## config.mk

```make
export PLATFORM = sky130hd
export DESIGN_NAME = wb_load_store_unit
export DESIGN_NICKNAME = d
export VERILOG_FILES = /design/src/rtl/cpu_defs.sv /design/src/rtl/lsu_lane_align.sv /design/src/rtl/wb_load_store_unit.sv
export SDC_FILE = /design/constraint.sdc
export NUM_CORES = 1
export LEC_CHECK = 0
export BUFFER_PORTS_ARGS = -buffer_cell sky130_fd_sc_hd__buf_4
export CAP_MARGIN = 40
export CORE_MARGIN = 2
export CORE_UTILIZATION = 54
export CTS_CLUSTER_SIZE = 12
export DETAILED_ROUTE_END_ITERATION = 10
export GPL_TIMING_DRIVEN = 0
export PLACE_DENSITY_LB_ADDON = 0.05
export SETUP_SLACK_MARGIN = 0.5
export SYNTH_ARGS = -nofsm -noshare
export SYNTH_HDL_FRONTEND = slang
export SYNTH_SLANG_ARGS = --single-unit
```

## constraint.sdc

```tcl
create_clock -name clk -period 7.2 [get_ports clk]
set_input_delay 1.44 -clock clk [delete_from_list [all_inputs] [get_ports clk]]
set_output_delay 1.44 -clock clk [all_outputs]
set_load 0.03 [all_outputs]
```

## src/rtl/cpu_defs.sv

```systemverilog
// Shared definitions for the CPU memory-access stage.
//   - Access width codes carried on i_width.
//   - Fault cause codes reported on o_fault_cause.
//   - Load/store unit FSM state encoding.
package cpu_defs;

  localparam logic [1:0] WIDTH_BYTE = 2'b00;
  localparam logic [1:0] WIDTH_HALF = 2'b01;
  localparam logic [1:0] WIDTH_WORD = 2'b10;

  localparam logic [1:0] FAULT_NONE    = 2'b00;
  localparam logic [1:0] FAULT_ALIGN   = 2'b01;
  localparam logic [1:0] FAULT_BUS     = 2'b10;
  localparam logic [1:0] FAULT_TIMEOUT = 2'b11;

  typedef enum logic [1:0] {
    StIdle = 2'b00,
    StReq  = 2'b01,
    StWait = 2'b10,
    StDone = 2'b11
  } lsu_state_e;

endpackage

```

## src/rtl/lsu_lane_align.sv

```systemverilog
// Combinational byte-lane logic for the load/store unit (little-endian).
//   addr_lo_i    : byte offset within the word
//   width_i      : access width code
//   signed_i     : sign-extend the load result
//   wdata_i      : right-justified store data
//   rdata_raw_i  : raw 32-bit bus read data
//   misaligned_o : access is misaligned or the width code is reserved
//   sel_o        : byte-lane select
//   wdata_o      : store data replicated across all lanes
//   rdata_o      : extracted and extended load data
module lsu_lane_align
  import cpu_defs::*;
(
  input  logic [1:0]  addr_lo_i,
  input  logic [1:0]  width_i,
  input  logic        signed_i,
  input  logic [31:0] wdata_i,
  input  logic [31:0] rdata_raw_i,
  output logic        misaligned_o,
  output logic [3:0]  sel_o,
  output logic [31:0] wdata_o,
  output logic [31:0] rdata_o
);

  logic [31:0] shifted;

  assign shifted = rdata_raw_i >> {addr_lo_i, 3'b000};

  always_comb begin
    misaligned_o = 1'b0;
    sel_o        = 4'b0000;
    wdata_o      = wdata_i;
    rdata_o      = 32'h0;
    case (width_i)
      WIDTH_BYTE: begin
        sel_o   = 4'b0001 << addr_lo_i;
        wdata_o = {4{wdata_i[7:0]}};
        rdata_o = {{24{signed_i & shifted[7]}}, shifted[7:0]};
      end
      WIDTH_HALF: begin
        misaligned_o = addr_lo_i[0];
        sel_o        = 4'b0011 << addr_lo_i;
        wdata_o      = {2{wdata_i[15:0]}};
        rdata_o      = {{16{signed_i & shifted[15]}}, shifted[15:0]};
      end
      WIDTH_WORD: begin
        misaligned_o = (addr_lo_i != 2'b00);
        sel_o        = 4'b1111;
        rdata_o      = shifted;
      end
      default: misaligned_o = 1'b1;
    endcase
  end

endmodule

```

## src/rtl/wb_load_store_unit.sv

```systemverilog
// Memory-access stage: one byte/half/word load or store per request over
// pipelined Wishbone, with misalignment, bus-error and timeout faults.
//   clk, reset          : clock, synchronous active-low reset
//   i_enable .. i_signed: request from execute (single-cycle pulse)
//   o_rdata             : extended load result, held until the next good load
//   o_completed/o_fault : one-cycle done pulse and its fault qualifier
//   o_fault_cause       : cause code, valid with o_completed
//   o_busy              : request in flight
//   o_wb_* / i_wb_*     : Wishbone master interface
module wb_load_store_unit
  import cpu_defs::*;
#(
  parameter int unsigned TIMEOUT   = 255,
  parameter int unsigned TIMEOUT_W = 16
) (
  input  logic        clk,
  input  logic        reset,
  input  logic        i_enable,
  input  logic        i_we,
  input  logic [31:0] i_addr,
  input  logic [31:0] i_wdata,
  input  logic [1:0]  i_width,
  input  logic        i_signed,
  output logic [31:0] o_rdata,
  output logic        o_completed,
  output logic        o_busy,
  output logic        o_fault,
  output logic [1:0]  o_fault_cause,
  output logic        o_wb_cyc,
  output logic        o_wb_stb,
  output logic        o_wb_we,
  output logic [31:0] o_wb_addr,
  output logic [3:0]  o_wb_sel,
  output logic [31:0] o_wb_data,
  input  logic [31:0] i_wb_data,
  input  logic        i_wb_ack,
  input  logic        i_wb_stall,
  input  logic        i_wb_err
);

  lsu_state_e           state_q, state_d;
  logic [31:2]          addr_q, addr_d;
  logic [1:0]           addr_lo_q, addr_lo_d;
  logic                 we_q, we_d;
  logic [1:0]           width_q, width_d;
  logic                 signed_q, signed_d;
  logic [3:0]           sel_q, sel_d;
  logic [31:0]          wdata_q, wdata_d;
  logic [1:0]           cause_q, cause_d;
  logic [31:0]          rdata_q, rdata_d;
  logic [TIMEOUT_W-1:0] tmo_q, tmo_d;

  logic                 idle;
  logic [1:0]           al_addr_lo;
  logic [1:0]           al_width;
  logic                 al_signed;
  logic                 al_misaligned;
  logic [3:0]           al_sel;
  logic [31:0]          al_wdata;
  logic [31:0]          al_rdata;
  logic [TIMEOUT_W-1:0] tmo_inc;
  logic                 tmo_hit;

  assign idle = (state_q == StIdle);

  // The aligner checks the incoming request while idle and extracts read data
  // for the latched request otherwise.
  assign al_addr_lo = idle ? i_addr[1:0] : addr_lo_q;
  assign al_width   = idle ? i_width     : width_q;
  assign al_signed  = idle ? i_signed    : signed_q;

  lsu_lane_align u_lane_align (
    .addr_lo_i   (al_addr_lo),
    .width_i     (al_width),
    .signed_i    (al_signed),
    .wdata_i     (i_wdata),
    .rdata_raw_i (i_wb_data),
    .misaligned_o(al_misaligned),
    .sel_o       (al_sel),
    .wdata_o     (al_wdata),
    .rdata_o     (al_rdata)
  );

  // Counts bus cycles spent in REQ/WAIT; hit fires on the TIMEOUT-th cycle.
  assign tmo_inc = tmo_q + TIMEOUT_W'(1);
  assign tmo_hit = (tmo_inc == TIMEOUT_W'(TIMEOUT));

  always_comb begin
    state_d   = state_q;
    addr_d    = addr_q;
    addr_lo_d = addr_lo_q;
    we_d      = we_q;
    width_d   = width_q;
    signed_d  = signed_q;
    sel_d     = sel_q;
    wdata_d   = wdata_q;
    cause_d   = cause_q;
    rdata_d   = rdata_q;
    tmo_d     = tmo_q;
    case (state_q)
      StIdle: begin
        tmo_d = '0;
        if (i_enable) begin
          if (al_misaligned) begin
            cause_d = FAULT_ALIGN;
            state_d = StDone;
          end else begin
            addr_d    = i_addr[31:2];
            addr_lo_d = i_addr[1:0];
            we_d      = i_we;
            width_d   = i_width;
            signed_d  = i_signed;
            sel_d     = al_sel;
            wdata_d   = al_wdata;
            cause_d   = FAULT_NONE;
            state_d   = StReq;
          end
        end
      end
      StReq: begin
        tmo_d = tmo_inc;
        if (!i_wb_stall && i_wb_err) begin
          cause_d = FAULT_BUS;
          state_d = StDone;
        end else if (!i_wb_stall && i_wb_ack) begin
          if (!we_q) rdata_d = al_rdata;
          state_d = StDone;
        end else begin
          if (!i_wb_stall) state_d = StWait;
          if (tmo_hit) begin
            cause_d = FAULT_TIMEOUT;
            state_d = StDone;
          end
        end
      end
      StWait: begin
        tmo_d = tmo_inc;
        if (i_wb_err) begin
          cause_d = FAULT_BUS;
          state_d = StDone;
        end else if (i_wb_ack) begin
          if (!we_q) rdata_d = al_rdata;
          state_d = StDone;
        end else if (tmo_hit) begin
          cause_d = FAULT_TIMEOUT;
          state_d = StDone;
        end
      end
      StDone:  state_d = StIdle;
      default: state_d = StIdle;
    endcase
  end

  always_ff @(posedge clk) begin
    if (!reset) begin
      state_q   <= StIdle;
      addr_q    <= '0;
      addr_lo_q <= '0;
      we_q      <= 1'b0;
      width_q   <= '0;
      signed_q  <= 1'b0;
      sel_q     <= '0;
      wdata_q   <= '0;
      cause_q   <= FAULT_NONE;
      rdata_q   <= '0;
      tmo_q     <= '0;
    end else begin
      state_q   <= state_d;
      addr_q    <= addr_d;
      addr_lo_q <= addr_lo_d;
      we_q      <= we_d;
      width_q   <= width_d;
      signed_q  <= signed_d;
      sel_q     <= sel_d;
      wdata_q   <= wdata_d;
      cause_q   <= cause_d;
      rdata_q   <= rdata_d;
      tmo_q     <= tmo_d;
    end
  end

  // All outputs decode registered state only.
  assign o_busy        = (state_q != StIdle);
  assign o_wb_cyc      = (state_q == StReq) || (state_q == StWait);
  assign o_wb_stb      = (state_q == StReq);
  assign o_wb_we       = o_wb_cyc & we_q;
  assign o_wb_addr     = {addr_q, 2'b00};
  assign o_wb_sel      = sel_q;
  assign o_wb_data     = wdata_q;
  assign o_completed   = (state_q == StDone);
  assign o_fault       = o_completed && (cause_q != FAULT_NONE);
  assign o_fault_cause = o_completed ? cause_q : FAULT_NONE;
  assign o_rdata       = rdata_q;

endmodule

```

# After elaboration in Yosys (flattened, before gate mapping)
# Cells that the tools add are included.
# Widths: inputs -> output; s select.
[op_classes] shifts=3 n_mux=33 n_reduce_logical=18 n_eq_ne=15 add_sub_neg=1 bitwise=4
[op_table] op="$mux 32" count=5
[op_table] op="$pmux 32 s2" count=2
[op_table] op="$pmux 32 s3" count=1
[op_table] op="$mux 2" count=18
[op_table] op="$pmux 16 s2" count=1
[op_table] op="$shr 32x5->32" count=1
[op_table] op="$add 16x1->16 const B" count=1
[op_table] op="$eq 16x8->1 const B" count=1
[op_table] op="$pmux 4 s3" count=1
[op_table] op="$reduce_bool 2->1" count=5
[op_table] op="$ne 2x2->1 const B" count=4
[op_table] op="$pmux 2 s4" count=1
[op_table] op="$eq 2x2->1 const B" count=3
[op_table] op="$ne 3x3->1 const B" count=2
[op_table] op="$pmux 2 s3" count=1
[op_table] op="$reduce_and 3->1" count=2
[op_table] op="$ne 5x2->1 const B" count=1
[op_table] op="$reduce_and 5->1" count=1
[op_table] op="$eq 2x1->1 const B" count=2
[op_table] op="$logic_not 2->1" count=2
[op_table] op="$ne 4x4->1 const B" count=1
[op_table] op="$reduce_and 4->1" count=1
[op_table] op="$shl 1x2->4 const A" count=1
[op_table] op="$shl 2x2->4 const A" count=1
[op_table] op="other kinds (10)" count=15
[totals] wordCells=85 output_inout_bits=108 reg_bits=124

# Depth between registers and ports, before layout
# Gate-level depths: netlist of the first run.
[logic_depth] word_depth=9 depth_mapped=12

# By module
# From an unflattened synthesis of the first run, not the netlist that was laid out.
[hier_totals] cells_unflattened=837 area_unflattened_um2=6750.2
[by_module_without_submodules] mod="wb_load_store_unit" area_per_inst_um2=5487.8 instances=1 cells_each=639
[by_module_without_submodules] mod="lsu_lane_align" area_per_inst_um2=1262.5 instances=1 cells_each=198

# Worst setup path after synthesis of the first run
# Ideal clock, no wire load.
[synth_timing] kind="input to register" start="in i_wb_err" end="reg rdata_q[29] (netlist: o_rdata[29])" arrival_ns=3.033 path_stages=7 t_required_ns=7.140 setup_slack_ns=4.107 path_cell_list="inv_1 -> nand2_1 -> a2111oi_1 -> nand2_1 -> a2111oi_4 -> buf_6 -> a221o_1"
[synth_between] elab_chain_cells=3
[synth_rtl] element="start, declared" line_no="wb_load_store_unit.sv:38" text="input logic i_wb_err"
[synth_rtl] element="$logic_and 1x1->1" line_no="wb_load_store_unit.sv:122" text="if (!i_wb_stall && i_wb_err) begin"
[synth_rtl] element="$ne 2x2->1 (no source line)"
[synth_rtl] element="$reduce_and 5->1 (no source line) *"
[synth_rtl] element="end signal, assigned" line_no="wb_load_store_unit.sv:177" text="rdata_q <= rdata_d;"
[synth_rtl] element="end, declared" line_no="wb_load_store_unit.sv:50" text="logic [31:0] rdata_q, rdata_d;"
# Every way passes the cells marked *; elsewhere a longest branch is shown, timed or not.
# A chain may end at the register's enable or synchronous reset.

# Worst setup path in the final report of the first run
[layout_timing] start="reg state_q[0]" end="out o_wb_we"
[layout_between] elab_chain_cells=3
[layout_rtl] element="start, declared" line_no="wb_load_store_unit.sv:41" text="lsu_state_e state_q, state_d;"
[layout_rtl] element="start signal, assigned" line_no="wb_load_store_unit.sv:156" text="state_q <= StIdle;"
[layout_rtl] element="start signal, assigned" line_no="wb_load_store_unit.sv:168" text="state_q <= state_d;"
[layout_rtl] element="$eq 2x1->1 or $eq 2x2->1 (tied branches)" line_no="wb_load_store_unit.sv:184" text="assign o_wb_cyc = (state_q == StReq) || (state_q == StWait);"
[layout_rtl] element="$logic_or 1x1->1 *" line_no="wb_load_store_unit.sv:184"
[layout_rtl] element="$and 1x1->1 *" line_no="wb_load_store_unit.sv:186" text="assign o_wb_we = o_wb_cyc & we_q;"
[layout_rtl] element="end, declared" line_no="wb_load_store_unit.sv:31" text="output logic o_wb_we,"
# Marked as above.

==> summary.txt, run 1 <==
STA
  • Fin. max-slew vios: 0
  • Fmax: 267.1 MHz
  • Setup Skew: 5.513 ps
  • Final Hold Fails: 0
  • Final Critical Period: 3744 ps
  • Worst relative slew slack: 43.71%
  • Finish-stage setup viols: 0
  • Measured slew at the worst slew-check pin: 842.2 ps
  • Sum Neg Setup Slack: 0 ps
  • RSZ-0062 raised after global routing: false
  • Fraction of the cycle the final worst path needs: 52.01%

Run status
  • Status: finished clean

Route
  • Antenna Violating Nets Remaining: 0
  • First DRT Iteration DRCs: 548
  • # DRC: 0
  • Vias per inst: 5.681
  • Pre-antenna DRT Iters: 9
  • Routed wire per std cell: 16.50 microns
  • Vias: 6573
  • Total routed wirelength: 19.09 mm

Clock tree
  • Hold Buf Count CTS: 0
  • CTS tree: done
  • Later-pin clock latency in the skew report: 540 ps
  • Root buffer cell: clkbuf_8
  • CTS Buf Count: 17
  • Post-CTS resize count: 0
  • Clk sink count: 124
  • Clk slew on worst S/H paths: 60 ps
  • Post-CTS setup repair buffer count: 0
  • H-tree Lvls: 4
  • CTS Buffer Depth: 2

Die
  • Die height: 109.5 microns
  • Num rows: 38
  • Core area: 10840 sq um
  • IO Pins: 214
  • Starting density of the core: 55.44%
  • Die footprint: 11990 sq um
  • Chip width: 109.5 microns

Setup path
  • CP Max Fanout: 10
  • Worst-path cell chain: inv_1 -> ha_1 -> clkbuf_1 -> and2_1 -> buf_4
  • CP Class: flip-flop to output port
  • Slowest stage cell, crit path: clkbuf_1
  • CP arrival: 2300 ps
  • Worst Path Required: 5760 ps
  • Worst Setup Start Kind: flip-flop
  • Worst-case reg-to-reg path depth: 11
  • CP Capture Type: output port
  • Largest stage delay on the critical path: 450 ps

GRT
  • Met3 usage: 9.069%
  • Met1 usage: 39.28%
  • Vias in the first global route: 5842
  • First-pass GRT wire length: 28.86 mm
  • GRT Util Overall: 31.15%
  • Initial antenna violation count: 0
  • Busiest grt layer: met2
  • Grt total ovfl: 0
  • Grt met2 use: 50.22%
  • Largest net degree at the start of global routing: 17

Synth
  • Asr flop ratio synth: 0%
  • Synthesis-stage register bit count: 124
  • Post-Syn Area: 6010 sq um
  • Register area share after synthesis: 41.31%
  • Ys flop type: dfxtp_1
  • Syn Area/Cell: 7.764 sq um
  • Synth Instances: 774
  • Post-synth EDFFs: 0
  • Syn. warnings: 0
  • Synth cell types: 58

Power and ir drop
  • P per Cell Area: 383.6 nW/um^2
  • Leak pwr: 3.744 nW
  • VDD IR max: 238.7 uV

Finish
  • Ant diodes: 0
  • Filler cells: 897
  • Most common cell after layout, fill and taps aside: buf_4
  • Reg area: 2482 sq um
  • Finished Cell Area: 8332 sq um
  • Most frequent cells in the layout: 213 x buf_4, 191 x nand2_1, 124 x dfxtp_1
  • Share of cells above drive strength 1: 26.55%
  • Final nets: 1117
  • Area Growth Syn to Fin: 38.64%
  • Area of the multi-input gates: 3228 sq um

Worst hold path
  • Hold Path Depth: 2
  • Hold Path Class: flip-flop to flip-flop

Placed design
  • Post-DP Area: 7765 sq um
  • Final HPWL DP: 13.71 mm
  • Gpl congestion: 0.8748
  • PortBufs: 210

Run
  • MaxCap Viol Count: 0
==> path summary, 6_finish.rpt <==
| kind | startpoint | endpoint | slack, ps |
|---|---|---|---|
| max | state_q[0] | o_wb_we | 3460 |
| min | o_rdata[15] | o_rdata[15] | 450 |
| max reg2reg | state_q[0] | o_wb_data[29] | 4110 |
| min reg2reg | o_rdata[15] | o_rdata[15] | 450 |
==> cells by family (layout without fill, tap and decap cells) <==
| kind of cell | count (synthesis) | in the layout | share of synthesized area [%] |
|---|---|---|---|
| buffers and inverters | 71 | 313 | 5.039 |
| flip-flops | 124 | 124 | 41.31 |
| adder cells (fa/ha/maj) | 7 | 7 | 1.457 |
| other | 1 | 2 | 0.06240 |
| multiplexers | 29 | 29 | 5.101 |
| XOR/XNOR | 5 | 5 | 0.7287 |
| AO/OA/AOI/OAI | 209 | 209 | 23.19 |
| AND/OR/NAND/NOR | 328 | 328 | 23.11 |
==> power breakdown <==
part	switching, mW	internal [mW]	total, mW
logic	0.937	0.520	1.46
registers	0.0884	0.826	0.915
clock network	0.315	0.509	0.824
==> through the flow <==
stage	worst slack, ps	hold WS (ps)	total power, mW	cells	util [%]
after floorplan	4107	435.7	1.878	775	-
after global placement	3543	442.1	2.332	1125	71.63
after detailed placement	3523	447.1	2.355	1125	71.63
after CTS	3468	455.6	3.181	1157	76.86
after global routing	3284	469.2	3.352	1157	76.86
final	3456	453.7	3.196	1157	76.86
==> area by class of cell <==
cell class,count,share of cell area [%]
inverter,10,0.4505
buffer,61,3.184
timing repair buffer,210,18.92
clock inverter,11,1.412
clock buffer,21,5.391
sequential,124,29.79
multi-input combinational,580,38.74
tap,140,2.102
==> synth_stat cells (9+ instances only) <==
master	n	share of area, %
a211o_1	9	1.3
a21oi_1	97	8.1
a311oi_1	16	2.3
buf_2	14	1.2
clkbuf_1	41	2.6
dfxtp_1	124	41
inv_1	9	0.56
mux2i_1	25	4.2
nand2_1	191	12
nand3_1	15	1.2
nor2_1	73	4.6
nor3_1	11	0.92
o21ai_0	25	2.1
==> sequential cells by signal, indices dropped and copies added (netlist names) <==
name	cells
o_rdata	32
width_q	2
we_q	1
o_wb_data	32
tmo_q	16
signed_q	1
state_q	2
cause_q	2
addr_q	30
o_wb_sel	4
addr_lo_q	2
==> critical path: cells and delay by family (launching register included) <==
kind          cells  cell delay, ps
buf+inv           3             710
simple gates      1             200
fa+ha+maj         1             410
flops             1             440
==> routing by layer <==
| layer | routed length [microns] | vias to the layer above |
|---|---|---|
| met5 | 0 | - |
| met4 | 604 | 0 |
| met3 | 1790 | 55 |
| met2 | 8800 | 336 |
| met1 | 7897 | 2995 |
| li1 | - | 3187 |
No activity file was read; power rests on OpenSTA's default activity.
==> run 2, diff against run 1 <==
--- a/config.mk
+++ b/config.mk
@@ -8,7 +8,7 @@
 export BUFFER_PORTS_ARGS = -buffer_cell sky130_fd_sc_hd__buf_4
 export CAP_MARGIN = 40
 export CORE_MARGIN = 2
-export CORE_UTILIZATION = 54
+export CORE_UTILIZATION = 45
 export CTS_CLUSTER_SIZE = 12
 export DETAILED_ROUTE_END_ITERATION = 10
 export GPL_TIMING_DRIVEN = 0
==> constraint.sdc (replaced) <==
create_clock -name clk -period 3.1 [get_ports clk]
set_input_delay 0.62 -clock clk [delete_from_list [all_inputs] [get_ports clk]]
set_output_delay 0.62 -clock clk [all_outputs]
set_load 0.03 [all_outputs]
==> summary.txt, run 2 (synthesis results as in run 1) <==
Placed design
  • Final HPWL DP: 14.04 mm (+2.4%)
  • PortBufs: 210 (unchanged)
  • Gpl congestion: 0.8870 (+1.4%)

STA
  • Finish-stage setup viols: 0 (unchanged)
  • Final Critical Period: 2519 ps
  • Final Hold Fails: 0 (unchanged)
  • Fmax: 397.0 MHz
  • Sum Neg Setup Slack: 0 ps (unchanged)
  • Measured slew at the worst slew-check pin: 685.7 ps (-156.5 ps)
  • RSZ-0062 raised after global routing: true
  • Setup Skew: 5.849 ps (+0.3356 ps)
  • Worst relative slew slack: 53.87% (+10 points)
  • Fraction of the cycle the final worst path needs: 81.26%
  • Fin. max-slew vios: 0 (unchanged)

Power and ir drop
  • VDD IR max: 495.2 uV (+110%)
  • Leak pwr: 3.860 nW (+3.1%)
  • P per Cell Area: 891.6 nW/um^2 (+130%)

Setup path
  • CP Class: flip-flop to flip-flop
  • Crit path buf inv count: 3 (unchanged)
  • Largest stage delay on the critical path: 520 ps (+70 ps)
  • CP arrival: 2880 ps (+580 ps)
  • Worst Path Required: 3460 ps (-2300 ps)
  • Slowest stage cell, crit path: a2111oi_4
  • Delay-heaviest family, CP: compound AO/OA/AOI/OAI gates
  • Worst Setup Start Kind: flip-flop
  • CP Capture Type: flip-flop
  • Worst-path cell chain: inv_1 -> ha_2 -> buf_6 -> mux2i_4 -> and2_4 -> o2bb2ai_1 -> a21oi_2 -> a2111oi_4 -> buf_4 -> a221o_1
  • CP Max Fanout: 7 (-3)

GRT
  • First-pass GRT wire length: 30.15 mm (+4.4%)
  • Busiest grt layer: met2
  • Initial antenna violation count: 0 (unchanged)
  • Met3 usage: 5.941% (-3.1 points)
  • Grt total ovfl: 0 (unchanged)
  • Vias in the first global route: 5863 (+0.36%)
  • Met1 usage: 35.48% (-3.8 points)
  • Largest net degree at the start of global routing: 17 (unchanged)
  • Grt met2 use: 41.57% (-8.6 points)
  • GRT Util Overall: 26.43% (-4.7 points)

Finish
  • Share of cells above drive strength 1: 30.38% (+3.8 points)
  • Final nets: 1128 (+0.98%)
  • Ant diodes: 0 (unchanged)
  • Area of the multi-input gates: 3344 sq um (+3.6%)
  • Reg area: 2485 sq um (+0.10%)
  • Final core utilization: 66.04% (-11 points)
  • Most frequent cells in the layout: 226 x buf_4, 190 x nand2_1, 122 x dfxtp_1
  • Area Growth Syn to Fin: 44.37%
  • Most common cell after layout, fill and taps aside: buf_4
  • Filler cells: 1180 (+32%)

Route
  • Vias: 6467 (-1.6%)
  • Antenna Violating Nets Remaining: 0 (unchanged)
  • First DRT Iteration DRCs: 511 (-6.8%)
  • Routed wire per std cell: 16.02 microns (-2.9%)
  • Vias per inst: 5.376 (-5.4%)
  • Pre-antenna DRT Iters: 6 (-3)
  • Total routed wirelength: 19.28 mm (+0.97%)
  • # DRC: 0 (unchanged)

Clock tree
  • Clk sink count: 124 (unchanged)
  • H-tree Lvls: 4 (unchanged)
  • CTS tree: done
  • Root buffer cell: clkbuf_16
  • CTS Buffer Depth: 2 (unchanged)
  • Clk slew on worst S/H paths: 50 ps (about the same)
  • Later-pin clock latency in the skew report: 420 ps (-120 ps)
  • CTS Buf Count: 17 (unchanged)

Die
  • Die footprint: 14290 sq um (+19%)
  • Starting density of the core: 45.74% (-9.7 points)
  • IO Pins: 214 (unchanged)
  • Core area: 13140 sq um (+21%)
  • Die height: 119.6 microns (+9.2%)
  • Chip width: 119.6 microns (+9.2%)
  • Num rows: 42 (+11%)

Run status
  • Status: finished clean

Run
  • MaxCap Viol Count: 0 (unchanged)

Worst hold path
  • Hold Path Class: input port to flip-flop
[run 2: report_power, final]
part	total [mW]	switching, mW	internal [mW]	leakage, nW
clock network	2.00	0.691	1.31	0.289
logic	3.61	2.24	1.38	2.56
registers	2.12	0.201	1.92	1.01
total	7.73	3.13	4.61	3.86
[run 2: what timing repair did]
item,in CTS,in global routing
endpoints found under the setup margin,105,108
hold buffers,0,0
pin swaps,2,7
buffers inserted,3,7
gates resized for setup,23,46
gates cloned,0,1
[run 2: worst paths after layout]
check | start | end | slack [ps] | cells after the start
setup / recovery | state_q[1] | o_rdata[24] | 580 | 10
hold / removal | i_wb_data[27] | o_rdata[27] | 450 | 2
setup reg to reg | state_q[1] | o_rdata[24] | 580 | 10
hold reg to reg | addr_q[22] | addr_q[22] | 450 | 2
[run 2: worst reg2reg max path, cell delays in order, from the launching register on]
cell       delay (ps)
dfxtp_2           350
inv_1             100
ha_2              200
buf_6             150
mux2i_4           360
and2_4            220
o2bb2ai_1         130
a21oi_2           110
a2111oi_4         520
buf_4             220
a221o_1           100
[run 2: layout make-up]
type                       count  share of cell area (%)
multi-input combinational    580                   38.55
sequential                   124                   28.64
timing repair buffer         221                   19.12
clock buffer                  26                   5.985
buffer                        61                   3.807
tap                          176                   2.538
clock inverter                 5                  0.9230
inverter                      10                  0.4327
[run 2: per-stage QoR]
step	cell area (sq um)	instances	power (mW)	setup WS, ps	hold slack [ps]
final	8676	1203	7.735	580.8	448.5
after global routing	8676	1203	8.141	449.0	435.9
after CTS	8507	1195	7.570	487.5	433.4
after detailed placement	7810	1161	5.484	96.95	446.8
after global placement	7810	1161	5.467	124.1	441.0
after floorplan	6013	775	4.363	608.9	435.7
[run 2: routing by layer]
layer	share of wire, %	vias up	routed length, microns
li1	-	3198	-
met1	44	2979	8547
met2	46	256	8906
met3	6.9	34	1323
met4	2.6	0	500
met5	0	-	0
